File: src/rtl/vga_sprite_pkg.sv
// Shared constants for every client of the button-overlay sprite ROM:
// image geometry, pixel format and the default ROM read latency.
package vga_sprite_pkg;

  localparam int IMG_W   = 584;  // image width in pixels, valid col 0..IMG_W-1
  localparam int IMG_H   = 167;  // image height in pixels, valid row 0..IMG_H-1
  localparam int PIX_W   = 12;   // RGB444
  localparam int ROM_LAT = 1;    // address-to-data latency of the sprite ROM

  localparam logic [PIX_W-1:0] PIX_BLACK = 12'h000;

  // Larger of two integers; used to size coordinate comparators.
  function automatic int max_int(input int a, input int b);
    return (a > b) ? a : b;
  endfunction

endpackage

File: src/rtl/rr_arbiter.sv
// Combinational round-robin arbiter: searches req starting at ptr and
// wrapping, returns a one-hot grant plus the granted index. The pointer
// register itself lives in the instantiating block.
module rr_arbiter #(
  parameter int NUM_REQ = 4,
  parameter int IDX_W   = $clog2(NUM_REQ)
) (
  input  logic [NUM_REQ-1:0] req,
  input  logic [IDX_W-1:0]   ptr,
  output logic [NUM_REQ-1:0] gnt,
  output logic [IDX_W-1:0]   idx,
  output logic               any
);

  logic [IDX_W:0]   pos;
  logic [IDX_W-1:0] cand;

  // First requester at or after ptr, wrapping modulo NUM_REQ.
  always_comb begin
    // NOTE: every output gets a default before the loop so no path leaves
    // a value unassigned, which would otherwise infer a latch.
    gnt  = '0;
    idx  = '0;
    any  = 1'b0;
    pos  = '0;
    cand = '0;
    for (int k = 0; k < NUM_REQ; k++) begin
      pos = {1'b0, ptr} + (IDX_W + 1)'(k);
      if (pos >= (IDX_W + 1)'(NUM_REQ)) begin
        pos = pos - (IDX_W + 1)'(NUM_REQ);
      end
      cand = pos[IDX_W-1:0];
      if (!any && req[cand]) begin
        any       = 1'b1;
        gnt[cand] = 1'b1;
        idx       = cand;
      end
    end
  end

endmodule

File: src/rtl/sprite_rom_arbiter.sv
// Shares one registered-output sprite ROM among NUM_REQ pixel requesters.
// One lookup per cycle, round-robin grant, fixed 1+ROM_LAT latency, responses
// in grant order tagged with requester id. Out-of-image coordinates skip the
// ROM (address forced to 0/0) and answer black.
module sprite_rom_arbiter #(
  parameter int NUM_REQ = 4,
  parameter int ROW_W   = 8,
  parameter int COL_W   = 10,
  parameter int DATA_W  = vga_sprite_pkg::PIX_W,
  parameter int IMG_W   = vga_sprite_pkg::IMG_W,
  parameter int IMG_H   = vga_sprite_pkg::IMG_H,
  parameter int ROM_LAT = vga_sprite_pkg::ROM_LAT,
  localparam int IDX_W  = $clog2(NUM_REQ)
) (
  input  logic                       clk,
  input  logic                       rst_n,
  input  logic                       en,
  input  logic [NUM_REQ-1:0]         req,
  input  logic [NUM_REQ*ROW_W-1:0]   req_row,
  input  logic [NUM_REQ*COL_W-1:0]   req_col,
  output logic [NUM_REQ-1:0]         gnt,
  output logic [ROW_W-1:0]           rom_row,
  output logic [COL_W-1:0]           rom_col,
  input  logic [DATA_W-1:0]          rom_data,
  output logic                       rsp_valid,
  output logic [IDX_W-1:0]           rsp_id,
  output logic [DATA_W-1:0]          rsp_data,
  output logic                       rsp_oob
);

  localparam int CMP_W = vga_sprite_pkg::max_int(ROW_W, COL_W) + 1;

  // One in-flight lookup; invalid slots are held at all-zero.
  typedef struct packed {
    logic             valid;
    logic [IDX_W-1:0] id;
    logic             oob;
  } tag_t;

  logic [IDX_W-1:0]   ptr;
  logic [NUM_REQ-1:0] arb_req;
  logic [IDX_W-1:0]   arb_idx;
  logic               grant;
  logic [ROW_W-1:0]   sel_row;
  logic [COL_W-1:0]   sel_col;
  logic [CMP_W-1:0]   row_ext;
  logic [CMP_W-1:0]   col_ext;
  logic               sel_oob;
  tag_t               tag_q [ROM_LAT+1];

  // Nothing may be granted while disabled or held in reset.
  assign arb_req = req & {NUM_REQ{en & rst_n}};

  rr_arbiter #(
    .NUM_REQ (NUM_REQ),
    .IDX_W   (IDX_W)
  ) u_rr (
    .req (arb_req),
    .ptr (ptr),
    .gnt (gnt),
    .idx (arb_idx),
    .any (grant)
  );

  // Coordinates of the granted requester and their bounds check.
  always_comb begin
    sel_row = req_row[arb_idx*ROW_W +: ROW_W];
    sel_col = req_col[arb_idx*COL_W +: COL_W];
    row_ext = CMP_W'(sel_row);
    col_ext = CMP_W'(sel_col);
    sel_oob = (row_ext >= CMP_W'(IMG_H)) || (col_ext >= CMP_W'(IMG_W));
  end

  // Round-robin pointer: moves past the winner, holds when nobody is granted.
  always_ff @(posedge clk or negedge rst_n) begin
    if (!rst_n) begin
      ptr <= '0;
    end else if (grant) begin
      // NOTE: state registers use non-blocking assignments so every flop
      // samples pre-edge values regardless of statement order.
      ptr <= (arb_idx == IDX_W'(NUM_REQ - 1)) ? '0 : arb_idx + 1'b1;
    end
  end

  // ROM address register; out-of-image requests park the address at 0/0.
  always_ff @(posedge clk or negedge rst_n) begin
    if (!rst_n) begin
      rom_row <= '0;
      rom_col <= '0;
    end else if (grant) begin
      rom_row <= sel_oob ? '0 : sel_row;
      rom_col <= sel_oob ? '0 : sel_col;
    end
  end

  // Tag shift register, one slot per cycle of request-to-response latency.
  always_ff @(posedge clk or negedge rst_n) begin
    if (!rst_n) begin
      // NOTE: the tag array is reset slot by slot because its valid bits
      // must drop immediately; an unreset array would replay stale responses.
      for (int i = 0; i <= ROM_LAT; i++) begin
        tag_q[i] <= '0;
      end
    end else begin
      tag_q[0] <= grant ? '{valid: 1'b1, id: arb_idx, oob: sel_oob} : '0;
      for (int i = 1; i <= ROM_LAT; i++) begin
        tag_q[i] <= tag_q[i-1];
      end
    end
  end

  // Response: ROM pixel for in-image lookups, black otherwise or when idle.
  always_comb begin
    rsp_valid = tag_q[ROM_LAT].valid;
    rsp_id    = tag_q[ROM_LAT].id;
    rsp_oob   = tag_q[ROM_LAT].oob;
    rsp_data  = (tag_q[ROM_LAT].valid && !tag_q[ROM_LAT].oob)
                ? rom_data : DATA_W'(vga_sprite_pkg::PIX_BLACK);
  end

endmodule

File: config.mk
export PLATFORM = sky130hd
export DESIGN_NAME = sprite_rom_arbiter
export DESIGN_NICKNAME = d
export VERILOG_FILES = /design/src/rtl/vga_sprite_pkg.sv /design/src/rtl/rr_arbiter.sv /design/src/rtl/sprite_rom_arbiter.sv
export SDC_FILE = /design/constraint.sdc
export NUM_CORES = 1
export LEC_CHECK = 0
export BUFFER_PORTS_ARGS = -buffer_cell sky130_fd_sc_hd__buf_2
export CORE_UTILIZATION = 30
export CTS_CLUSTER_DIAMETER = 60
export DETAILED_ROUTE_END_ITERATION = 6
export GPL_TIMING_DRIVEN = 0
export MAX_ROUTING_LAYER = met4
export SETUP_SLACK_MARGIN = 0.2
export SLEW_MARGIN = 30
export SYNTH_ARGS = -nofsm -noshare
export SYNTH_HDL_FRONTEND = slang
export SYNTH_SLANG_ARGS = --single-unit
File: constraint.sdc
create_clock -name clk -period 2.69 [get_ports clk]
set_input_delay 0.1345 -clock clk [delete_from_list [all_inputs] [get_ports clk]]
set_output_delay 0.1345 -clock clk [all_outputs]
set_load 0.1 [all_outputs]
[Word-level counts from Yosys, hierarchy flattened]
Index checks and enable logic that the tools add are counted.
Word-level totals
  output and inout bits: 38
  input bits: 91
  bits in registers: 28
  word-level logic and storage cells: 90
Cells by class
  add/sub/neg operators: 8
  multiplexer cells: 37
  equal/unequal tests: 1
  bitwise logic cells: 5
  shift operators: 2
  reduce and logical (&&, ||, !) cells: 13
  $lt $le $gt $ge: 14
  multipliers: 1
Operators by type and width (number)
  $shiftx 40x7->10: 1
  $shiftx 32x6->8: 1
  $mux 4: 5
  $mux 2: 9
  $lt 2x3->1 const B: 4
  $mux 1: 12
  $mux 12: 1
  $or 4x4->4: 3
  $ge 10x10->1 const B: 1
  $mux 10: 1
  $ge 3x3->1 const B: 3
  $bmux 1 s2: 4
  $demux 1 s2: 4
  $ge 2x1->1 const B: 4
  $ge 8x8->1 const B: 1
  $logic_and 1x1->1: 8
  $mux 8: 1
  $sub 2x1->2 const B: 4
  $add 2x2->3 const B: 2
  $mul 2x3->5 const B: 1
  $and 4x4->4: 1
  $logic_not 1->1: 4
  $add 2x1->3 const B: 1
  $ge 2x3->1 const B: 1
  other kinds (4): 4

[Depth between registers and ports, before layout]
Gate-level depths: netlist of run 1.
  word-level depth: 19
  gate-level depth with buffers: 13
  mapped depth without buffers: 10

[By module]
From an unflattened synthesis of run 1, not the netlist that was laid out.
Second synthesis, totals
  cells, all modules: 172
  area total of the unflattened synthesis: 2210.9 um^2
Modules (own cells, without submodules)
  sprite_rom_arbiter: times used 1, sequential area each 700.7 um^2, cells each 127, area an instance 1789.2 um^2
  rr_arbiter: times used 1, sequential area each 0.0 um^2, cells each 45, area an instance 421.7 um^2

[Worst setup path before layout of run 1]
No wires, ideal clock.
  kind: reg-to-reg
  start: register ptr[0]
  end: register ptr[0]
  path buffers: 3
  period minus slack after synthesis: 2771 ps
  required time: 2625 ps
  setup time: 65 ps
  data arrival time: 2706 ps
  cell stages (with the launch flop): 14
  setup slack: -81 ps
  path through: dfrtp_1 buf_6 inv_1 ha_1 and3_1 a22oi_2 o21a_2 mux2i_4 buf_2 buf_2 inv_1 ha_1 o21ai_0 a22o_1
Between the ends
  word-level cells in the longest chain between the ends: 16
  elaborated cells on any way between the ends: 40
  classes of those cells: 8 x add/sub; 4 x order compare; 1 x eq/ne; 21 x mux; 6 x reduce/logical
Ends and longest elaborated chain
  start, declared: line sprite_rom_arbiter.sv:40  | logic [IDX_W-1:0] ptr;
  start signal, assigned: line sprite_rom_arbiter.sv:81  | ptr <= (arb_idx == IDX_W'(NUM_REQ - 1)) ? '0 : arb_idx + 1'b1;
  branches (longest 16 deep; another with $add 2x1->3)
Several ways; the timed one is not identified. The select of a mux whose other input is x is not followed.
A chain may end at the register's enable or synchronous reset.

[Final worst setup path of run 1]
  start: register ptr[0]
  end: register rom_row[5]
Between the ends
  word-level cells in the longest chain between the ends: 19
  elaborated cells on any way between the ends: 44
  classes of those cells: 7 x add/sub; 1 x mul; 6 x order compare; 2 x shift; 21 x mux; 7 x reduce/logical
Ends and longest elaborated chain
  branches (longest 19 deep; another with $add 2x1->3)
  end signal, assigned: line sprite_rom_arbiter.sv:91  | rom_row <= sel_oob ? '0 : sel_row;
  end, declared: line sprite_rom_arbiter.sv:22  | output logic [ROW_W-1:0] rom_row,
Several ways; the timed one is not identified. The select of a mux whose other input is x is not followed.

==> flow_summary.toml, run 1 <==
[critical_path]
crit_path_max_fanout = 6
slowest_delay_ps = 400
setup.worst_path.start = "ptr[0]$_DFFE_PN0P_"
cp.required_ps = 2910
critical_path.cell_chain = "buf_6, buf_4, mux2_4, a22oi_2, o21a_2, mux2i_4, mux2_4, o2bb2ai_4, clkbuf_16, a21oi_2"
worstPathArrival_ps = 2810
crit_buf_inv = 3
cp_slowest_cell = "dfrtp_1"
critPathMostFrequentCell = "mux2_4"
r2r_slack_ps = 90
critical_path.top_delay_family = "multiplexers"
cp-end-kind = "register"
cp-start-kind = "register"
worstReg2RegStart = "ptr[0]$_DFFE_PN0P_"
worstSetupPathType = "reg -> reg"

[synth]
ys_ff_latch = 28
ys_warn_count = 0
synth-async-reset-ratio_pct = 100
synthTopCellsByArea = "dfrtp_1 (29%), mux2i_1 (9.6%), mux2_2 (9.4%)"
synth_cell_types = 43
synth_edf_count = 0
syn_avg_cell_area_um2 = 9.46
synth_top_area_cell = "dfrtp_1"
synth_top_area_share_pct = 29.3
synth_seq_area_share_pct = 29.3
yosys_most_used_dff = "dfrtp_1"
netlist_area_mm2 = 0.00239
syn-num-nets = 349
syn_inst = 253

[detailed_routing]
ant_nets = 0
vias = 2500
vias_per_cell = 4.89
first_pass_iters = 4
drt_iter0_markers = 93
drc = 0
routed_wl_mm = 7.51
post_drt_wl_per_cell_um = 14.7

[final_layout]
layoutNonFillerInstCount = 511
nFillCells = 746
mostFrequentLayoutCell = "buf_2"
design_area_mm2 = 0.00368
layout.nets = 506
final_cell_mix = "buf_2 (124), nand2_1 (37), dfrtp_1 (27)"
n_antenna_cell = 0
final_layout_size_suffix_gt1_share_pct = 56.2
area_growth_syn_to_layout_pct = 53.6

[clocking]
clk_pin_slew_worst_paths_ps = 100
cts_buffer_depth = 2
cts_max_level = 1
cts_tree = "built"
cts_buffers = 3
clockRootBuffer = "clkbuf_8"
clkLatencyLatePin_ps = 280
cts_num_sinks = 28

[placed_design]
gp_congestion = 0.716
placed_cells = 483
hpwlAfterDp_mm = 5.70
portBuffers = 128
pre_cts_ws_ps = -304
place_area_mm2 = 0.00320

[status]
status = "finished clean"

[global_route]
met2_usage_pct = 32.3
grt-busiest-layer = "met2"
grtUsageMet3_pct = 1.68
track_usage_pct = 18.8
grt_pass1_wl_mm = 12.3
grt.overflow.total = 0
antenna_found_initial = 0
met1_usage_pct = 23.6
grt_pass1_vias = 2573
grt_max_degree = 29

[sta]
hold_viol_final = 0
slew_headroom_pct = 65.4
max_freq_mhz = 385
worst_slew_pin_slew_ps = 519
rsz0062_at_grt = "yes"
post-route-min-period_ps = 2600
finClkSkew_ps = 2.68
final-max-slew-violation-count = 0
setup_viol = 0
setup_ws_ps = 94.2
setup-tns-final_ps = 0
timing.final.crit_share_pct = 96.5
hold_ws_ps = 282

[min_path]
hp-start = "req_col[1]"
hold_class = "in -> reg"

[floorplanning]
fp.dieH_um = 91.3
dieArea_mm2 = 0.00834
die_x_um = 91.3
start_util_pct = 31.0
io_pins = 129
row_count = 32
core_area_mm2 = 0.00773

[power]
ir_worst_vdd_mv = 0.365
leakagePower_uw = 0.00175
p_per_area_mw_per_mm2 = 970

[flow_run]
drv_cap = 0
==> kinds of logic after synthesis <==
family | count (synthesis) | synth area share (%)
AND/OR/NAND/NOR | 77 | 15.5
AO/OA/AOI/OAI | 72 | 24.6
multiplexers | 48 | 22.4
flip-flops | 28 | 29.3
buffers and inverters | 23 | 5.59
adder cells (fa/ha/maj) | 5 | 2.61
==> timing repair <==
action	in CTS	in global routing
setup buffers	16	4
hold buffers	2	0
pin swaps	8	6
resized for setup	33	17
endpoints found under the setup margin	25	25
gates cloned	1	1
hold endpoints to repair	28	0
==> where the power goes <==
part           total, µW  switching (µW)  internal (µW)
sequential           610            63.2            547
clock                339             139            199
combinational       2620            1740            881
total               3570            1940           1630
==> cell usage after synthesis (2+ instances only) <==
cell type,number
mux2_4,2
a311oi_1,4
nor2_1,7
buf_4,4
o211ai_1,18
nor3_1,4
dfrtp_1,28
nor2b_1,5
mux2i_1,23
a221o_1,4
ha_1,5
buf_6,2
and3_1,2
a22o_1,5
mux2i_2,2
o21ai_0,6
nand3_1,2
clkbuf_1,5
o31a_1,5
a21oi_2,10
mux2_2,20
and2_1,14
a21oi_1,11
inv_1,6
nand2_1,37
buf_2,5
==> worst paths after layout <==
kind	end	cells past startpoint
max	rom_row[5]$_DFFE_PN0P_	10
min	rom_col[1]$_DFFE_PN0P_	5
max reg2reg	rom_row[5]$_DFFE_PN0P_	10
min reg2reg	rsp_id[0]$_DFF_PN0_	0
max in group asynchronous	ptr[1]$_DFFE_PN0P_	3
min in group asynchronous	rom_col[3]$_DFFE_PN0P_	3
==> state kept, by name, indices dropped and copies added (netlist names) <==
register,flops
ptr,2
rom_col,10
rom_row,8
rsp_id,2
rsp_oob,1
rsp_valid,1
tag_q,4
==> tightest hold or removal path: cells and delay by family <==
kind / cells / cell delay [ps]
buf+inv: 1 / 70
mux: 1 / 50
simple gates: 1 / 60
compound gates: 2 / 200
==> per-layer routing <==
layer,vias to the layer above,routed length (µm)
li1,1242,-
met2,82,3800
met3,11,311
met5,-,0
met4,0,123
met1,1165,3280
==> layout make-up <==
| type | count | area [µm²] | share of cell area (%) |
|---|---|---|---|
| Clock buffer | 3 | 41.3 | 1.12 |
| Multi-Input combinational cell | 202 | 1700 | 46.3 |
| Clock inverter | 1 | 30.0 | 0.817 |
| Timing Repair Buffer | 152 | 908 | 24.7 |
| Buffer | 17 | 136 | 3.71 |
| Tap cell | 102 | 128 | 3.47 |
| Inverter | 6 | 27.5 | 0.749 |
| Sequential cell | 28 | 702 | 19.1 |
==> metrics by stage <==
step	utilization, %	power, µW
2_1_floorplan	-	2440
3_3_place_gp	41.4	2830
3_5_place_dp	41.4	2850
4_1_cts	45.8	3450
5_1_grt	47.6	3750
6_report	47.6	3570
(Power assumes the default switching activity.)
==> run 2: changes to the inputs <==
==> constraint.sdc (replaced) <==
create_clock -name clk -period 2.2 [get_ports clk]
set_input_delay 0.11 -clock clk [delete_from_list [all_inputs] [get_ports clk]]
set_output_delay 0.11 -clock clk [all_outputs]
set_load 0.1 [all_outputs]
==> run 2 against run 1 <==
The run now ends with setup timing left. Sequential share of layout area fell by 0.43 points. Maximum frequency shrank 0.63%. Cell count shrank 0.20%. Register-to-register slack worse by 510 ps. First-iteration DRC count down 43%.
==> flow_summary.toml, run 2 (synthesized netlist as in run 1, its figures left out) <==
[clocking]
cts_max_level = 1
cts_buffer_depth = 2
clk_pin_slew_worst_paths_ps = 100
cts_buffers = 3
clkLatencyLatePin_ps = 280
cts_tree = "built"
clockRootBuffer = "clkbuf_8"
cts_num_sinks = 28

[status]
violations = "setup timing"
status = "finished, violations left"

[sta]
hold_viol_final = 0
setup_viol = 26
timing.final.crit_share_pct = 119
rsz0062_at_grt = "yes"
final-max-slew-violation-count = 0
worst_slew_pin_slew_ps = 523
setup-tns-final_ps = -9920
slew_headroom_pct = 65.1
post-route-min-period_ps = 2610
setup_ws_ps = -412
max_freq_mhz = 383
finClkSkew_ps = 3.31

[final_layout]
final_util_pct = 48.7
mostFrequentLayoutCell = "buf_2"
top_register = "rom_col"
n_antenna_cell = 0
largest_reg_flops = 10
area_growth_syn_to_layout_pct = 57.1
layout.nets = 505
top_regs = "rom_col x10, rom_row x8, tag_q x4"
design_area_mm2 = 0.00376
final_cell_mix = "buf_2 (124), nand2_1 (36), dfrtp_1 (27)"
final_layout_size_suffix_gt1_share_pct = 59.8

[placed_design]
place_area_mm2 = 0.00327
hpwlAfterDp_mm = 5.81
gp_congestion = 0.871
portBuffers = 128

[min_path]
hold_class = "in -> reg"

[floorplanning]
core_area_mm2 = 0.00773
start_util_pct = 31.0
io_pins = 129
row_count = 32
dieArea_mm2 = 0.00834
die_x_um = 91.3
fp.dieH_um = 91.3

[critical_path]
worstReg2RegStart = "ptr[0]$_DFFE_PN0P_"
cp_slowest_cell = "dfrtp_1"
critical_path.cell_chain = "buf_6, inv_4, ha_4, and3b_1, a22oi_2, o21a_2, mux2i_4, mux2_4, o2bb2ai_4, buf_8, a21oi_2"
setup.worst_path.start = "ptr[0]$_DFFE_PN0P_"
r2r_slack_ps = -410
slowest_delay_ps = 380
worstPathArrival_ps = 2830
crit_path_max_fanout = 8
cp-start-kind = "register"
r2r-end = "rom_col[8]$_DFFE_PN0P_"
reg2reg_depth = 11
endpoint = "rom_col[8]$_DFFE_PN0P_"
worstSetupPathType = "reg -> reg"
cp-end-kind = "register"
cp.required_ps = 2420

[detailed_routing]
first_pass_iters = 4
drt_iter0_markers = 53
drc = 0
post_drt_wl_per_cell_um = 14.8
ant_nets = 0
routed_wl_mm = 7.55
vias_per_cell = 4.98
vias = 2542

[flow_run]
drv_cap = 0

[global_route]
grt_max_degree = 29
antenna_found_initial = 0
track_usage_pct = 19.3
grt_pass1_wl_mm = 12.5
grt.overflow.total = 0
grt_pass1_vias = 2617

[power]
p_per_area_mw_per_mm2 = 1190
total_power_uw = 4470
leakagePower_uw = 0.00179
ir_worst_vdd_mv = 0.496
[run 2: cell types whose count changed in the layout (fill, tap and decap cells not counted), sizes merged]
cell / before / now
buf: 161 / 159
clkbuf: 10 / 11
[run 2: how the worst min path moves through the flow]
stage	slack [ps]	end	startpoint	depth (start not counted)
CTS	250	rom_col[1]$_DFFE_PN0P_	req_col[1]	5
floorplan	-190	ptr[0]$_DFFE_PN0P_	rst_n	0
detailed placement	220	rom_col[3]$_DFFE_PN0P_	rst_n	1
finish	260	rom_col[1]$_DFFE_PN0P_	req_col[1]	5
global placement	210	rom_col[3]$_DFFE_PN0P_	rst_n	1
global route	270	rom_col[1]$_DFFE_PN0P_	req_col[11]	4
[run 2: per-stage QoR]
stage          worst slack (ps)  hold slack, ps  std cells
6_report                   -412             260        510
5_1_grt                    -509             266        510
4_1_cts                    -445             246        505
3_5_place_dp               -773             220        483
3_3_place_gp               -726             213        483
2_1_floorplan              -295            -186        253
[run 2: routing by layer]
metal	part of all wire, %	up-vias	routed length [µm]	GRT usage (%)
met4	1.5	0	110	6.08
met1	45	1196	3370	23.3
met5	0	-	0	-
met2	51	90	3820	34.5
met3	3.3	10	247	0.921
li1	-	1246	-	-
[run 2: where the power goes]
group	switching (µW)	total [µW]	internal (µW)	leakage [µW]
Sequential	76.7	745	669	0.000364
Clock	172	416	244	0.0000357
Combinational	2150	3310	1160	0.00139
Total	2400	4470	2080	0.00179
[run 2: critical path: cells and delay by family, from the launching register on]
| kind | cells | cell delay (ps) |
|---|---|---|
| AO/OA/AOI/OAI | 4 | 620 |
| AND/OR/NAND/NOR | 1 | 190 |
| buffers and inverters | 3 | 350 |
| adder cells (fa/ha/maj) | 1 | 300 |
| multiplexers | 2 | 710 |
| flip-flops | 1 | 380 |
[run 2: layout make-up]
type	instances	area [µm²]
Inverter	6	27.5
Multi-Input combinational cell	202	1730
Timing Repair Buffer	151	970
Tap cell	102	128
Clock buffer	3	41.3
Sequential cell	28	702
Fill cell	751	3970
Buffer	17	136
Clock inverter	1	30.0
[run 2: repair_timing]
action	in CTS	in global routing
cloned	1	1
setup buffers	15	4
resized for setup	39	8
pin swaps	7	7
hold buffers	2	0
endpoints found under the hold margin	28	0
endpoints found under the setup margin	28	27
==> run 3: changes to the inputs <==
--- a/config.mk
+++ b/config.mk
@@ -15,4 +15,5 @@
 export SLEW_MARGIN = 30
 export SYNTH_ARGS = -nofsm -noshare
 export SYNTH_HDL_FRONTEND = slang
+export SYNTH_HIERARCHICAL = 1
 export SYNTH_SLANG_ARGS = --single-unit
==> run 3 against run 2 <==
The run still ends with setup timing left. Synthesized cell count down 32%. Routed wire length down 19%. Non-clock buffer count up 1. Area after synthesis down 7.6%. Core utilization up 0.95 points.
==> flow_summary.toml, run 3 <==
[status]
status = "finished, violations left"
violations = "setup timing"

[final_layout]
final_cell_mix = "buf_2 (123), dfrtp_1 (27), buf_4 (25)"
mostFrequentLayoutCell = "buf_2"
layout.nets = 428
area_growth_syn_to_layout_pct = 55.9
n_antenna_cell = 0
top_register = "rom_col"
largest_reg_flops = 10
top_regs = "rom_col x10, rom_row x8, tag_q x4"
final_layout_size_suffix_gt1_share_pct = 72.4

[floorplanning]
row_count = 30
io_pins = 129
dieArea_mm2 = 0.00772
core_area_mm2 = 0.00694
fp.dieH_um = 87.8
die_x_um = 87.8
start_util_pct = 31.8

[synth]
synth_top_area_share_pct = 31.7
synthTopCellsByArea = "dfrtp_1 (32%), mux4_2 (14%), mux4_1 (9.5%)"
synth_top_area_cell = "dfrtp_1"
ys_ff_latch = 28
synth-async-reset-ratio_pct = 100
synth_cell_types = 36
syn-num-nets = 269
netlist_area_mm2 = 0.00221
syn_inst = 172
ys_warn_count = 6
syn_avg_cell_area_um2 = 12.9
synth_edf_count = 0
synth_seq_area_share_pct = 31.7
synth_common_cells = "dfrtp_1 (28), mux2i_1 (19), and2_1 (14), mux4_2 (14), nor3_2 (10)"
yosys_most_used_dff = "dfrtp_1"
yosysMostFrequentCell = "dfrtp_1"

[critical_path]
cp_slowest_cell = "mux4_2"
crit_path_max_fanout = 7
critical_path.top_delay_family = "multiplexers"
r2r-end = "rom_row[4]$_DFFE_PN0P_"
worstPathArrival_ps = 3450
slowest_delay_ps = 570
crit_buf_inv = 4
critical_path.cell_chain = "buf_6, buf_4, mux4_1, nor2b_1, nor2_1, o31ai_4, buf_6, mux4_2, o311ai_4, a21oi_4, buf_4, nor3_1"
cp-start-kind = "register"
reg2reg_depth = 12
cp-end-kind = "register"
cp.required_ps = 2400
worstReg2RegStart = "ptr[0]$_DFFE_PN0P_"
r2r_slack_ps = -1050
worstSetupPathType = "reg -> reg"

[detailed_routing]
vias_per_cell = 4.84
vias = 2062
routed_wl_mm = 6.15
drc = 0
drt_iter0_markers = 72
ant_nets = 0
first_pass_iters = 4
post_drt_wl_per_cell_um = 14.4

[sta]
setup_viol = 27
post-route-min-period_ps = 3250
worst_slew_pin_slew_ps = 505
rsz0062_at_grt = "yes"
hold_viol_final = 0
slew_headroom_pct = 66.6
max_freq_mhz = 308
finClkSkew_ps = 6.15
final-max-slew-violation-count = 0
timing.final.crit_share_pct = 148
setup_ws_ps = -1050

[clocking]
cts_buffer_depth = 2
cts_num_sinks = 28
cts_tree = "built"
cts_max_level = 1
clockRootBuffer = "clkbuf_8"
clkLatencyLatePin_ps = 280
cts_buffers = 3
clk_pin_slew_worst_paths_ps = 100

[min_path]
hp-start = "tag_q[4]$_DFF_PN0_"
hold_class = "reg -> reg"
whs_path_depth = 0
whs_endpoint = "rsp_oob$_DFF_PN0_"

[global_route]
grt_pass1_wl_mm = 9.58
grt_pass1_vias = 1940
antenna_found_initial = 0
grt_max_degree = 29
track_usage_pct = 16.8
grt.overflow.total = 0

[flow_run]
drv_cap = 0

[placed_design]
gp_congestion = 0.785
hpwlAfterDp_mm = 4.55
portBuffers = 128
pre_cts_ws_ps = -1580
run 3: cell types whose count changed in the layout (fill, tap and decap cells not counted), sizes merged, moves of 16 or more:
cell    delta
a21oi     -20
nand2     -36
mux4      +22
o211ai    -17
mux2      -19
nor3      +16
run 3: metal layers:
| layer | vias to the layer above | GRT usage [%] | part of all wire [%] |
|---|---|---|---|
| met4 | 0 | 2.68 | 0.59 |
| met5 | - | - | 0 |
| met2 | 95 | 28.8 | 51 |
| met1 | 986 | 21.3 | 43 |
| li1 | 979 | - | - |
| met3 | 2 | 2.54 | 6.0 |
run 3: area by class of cell:
cell class	count	area, µm²
clock inverter	1	30.0
tap	96	120
inverter	3	13.8
clock buffer	3	41.3
buffer	15	158
multi-input combinational	126	1480
fill	650	3500
timing repair buffer	154	897
sequential	28	702
run 3: how the worst max path moves through the flow:
stage,from,endpoint,slack (ps),cells after the start
finish,ptr[0]$_DFFE_PN0P_,rom_row[4]$_DFFE_PN0P_,-1050,12
global route,ptr[0]$_DFFE_PN0P_,rom_row[2]$_DFFE_PN0P_,-1190,12
CTS,ptr[0]$_DFFE_PN0P_,rom_row[2]$_DFFE_PN0P_,-1070,14
detailed placement,rst_n,rom_row[0]$_DFFE_PN0P_,-1580,12
global placement,rst_n,rom_row[3]$_DFFE_PN0P_,-1510,12
floorplan,ptr[0]$_DFFE_PN0P_,rom_row[7]$_DFFE_PN0P_,-1070,15
run 3: repair_timing:
action,4_1_cts,5_1_grt
hold buffers,2,0
pin swaps,8,5
cloned,1,0
gates resized for setup,34,12
endpoints found under the hold margin,28,0
buffers inserted,18,5
endpoints found under the setup margin,27,27
run 3: worst reg2reg max path: stages (launching register included):
cell and delay (ps):
dfrtp_1 410, buf_6 140, buf_4 150, mux4_1 380, nor2b_1 170, nor2_1 80, o31ai_4 330, buf_6 190
mux4_2 570, o311ai_4 340, a21oi_4 90, buf_4 180, nor3_1 140
run 3: logic make-up after synthesis:
family	Yosys count	share of synthesized area (%)
AOI/OAI and AO/OA	21	7.75
buffers and inverters	18	5.49
DFF	28	31.7
muxes	44	33.9
and+or+nand+nor	55	17.8
adders and majority gates	6	3.40
run 3: metrics by stage:
step | setup TNS, ps | cells | area, µm² | util [%] | hold slack, ps
detailed placement | -32070 | 396 | 3030 | 43.6 | 188
global placement | -30600 | 396 | 3030 | 43.6 | 187
finish | -21770 | 426 | 3450 | 49.6 | 355
global route | -25550 | 426 | 3450 | 49.6 | 368
floorplan | -23270 | 172 | 2270 | - | -186
CTS | -22050 | 421 | 3380 | 48.7 | 358
Power of run 3 is left out: the tool's default activity adds up to more than one toggle a clock period on the data nets, which glitch-free logic cannot reach.
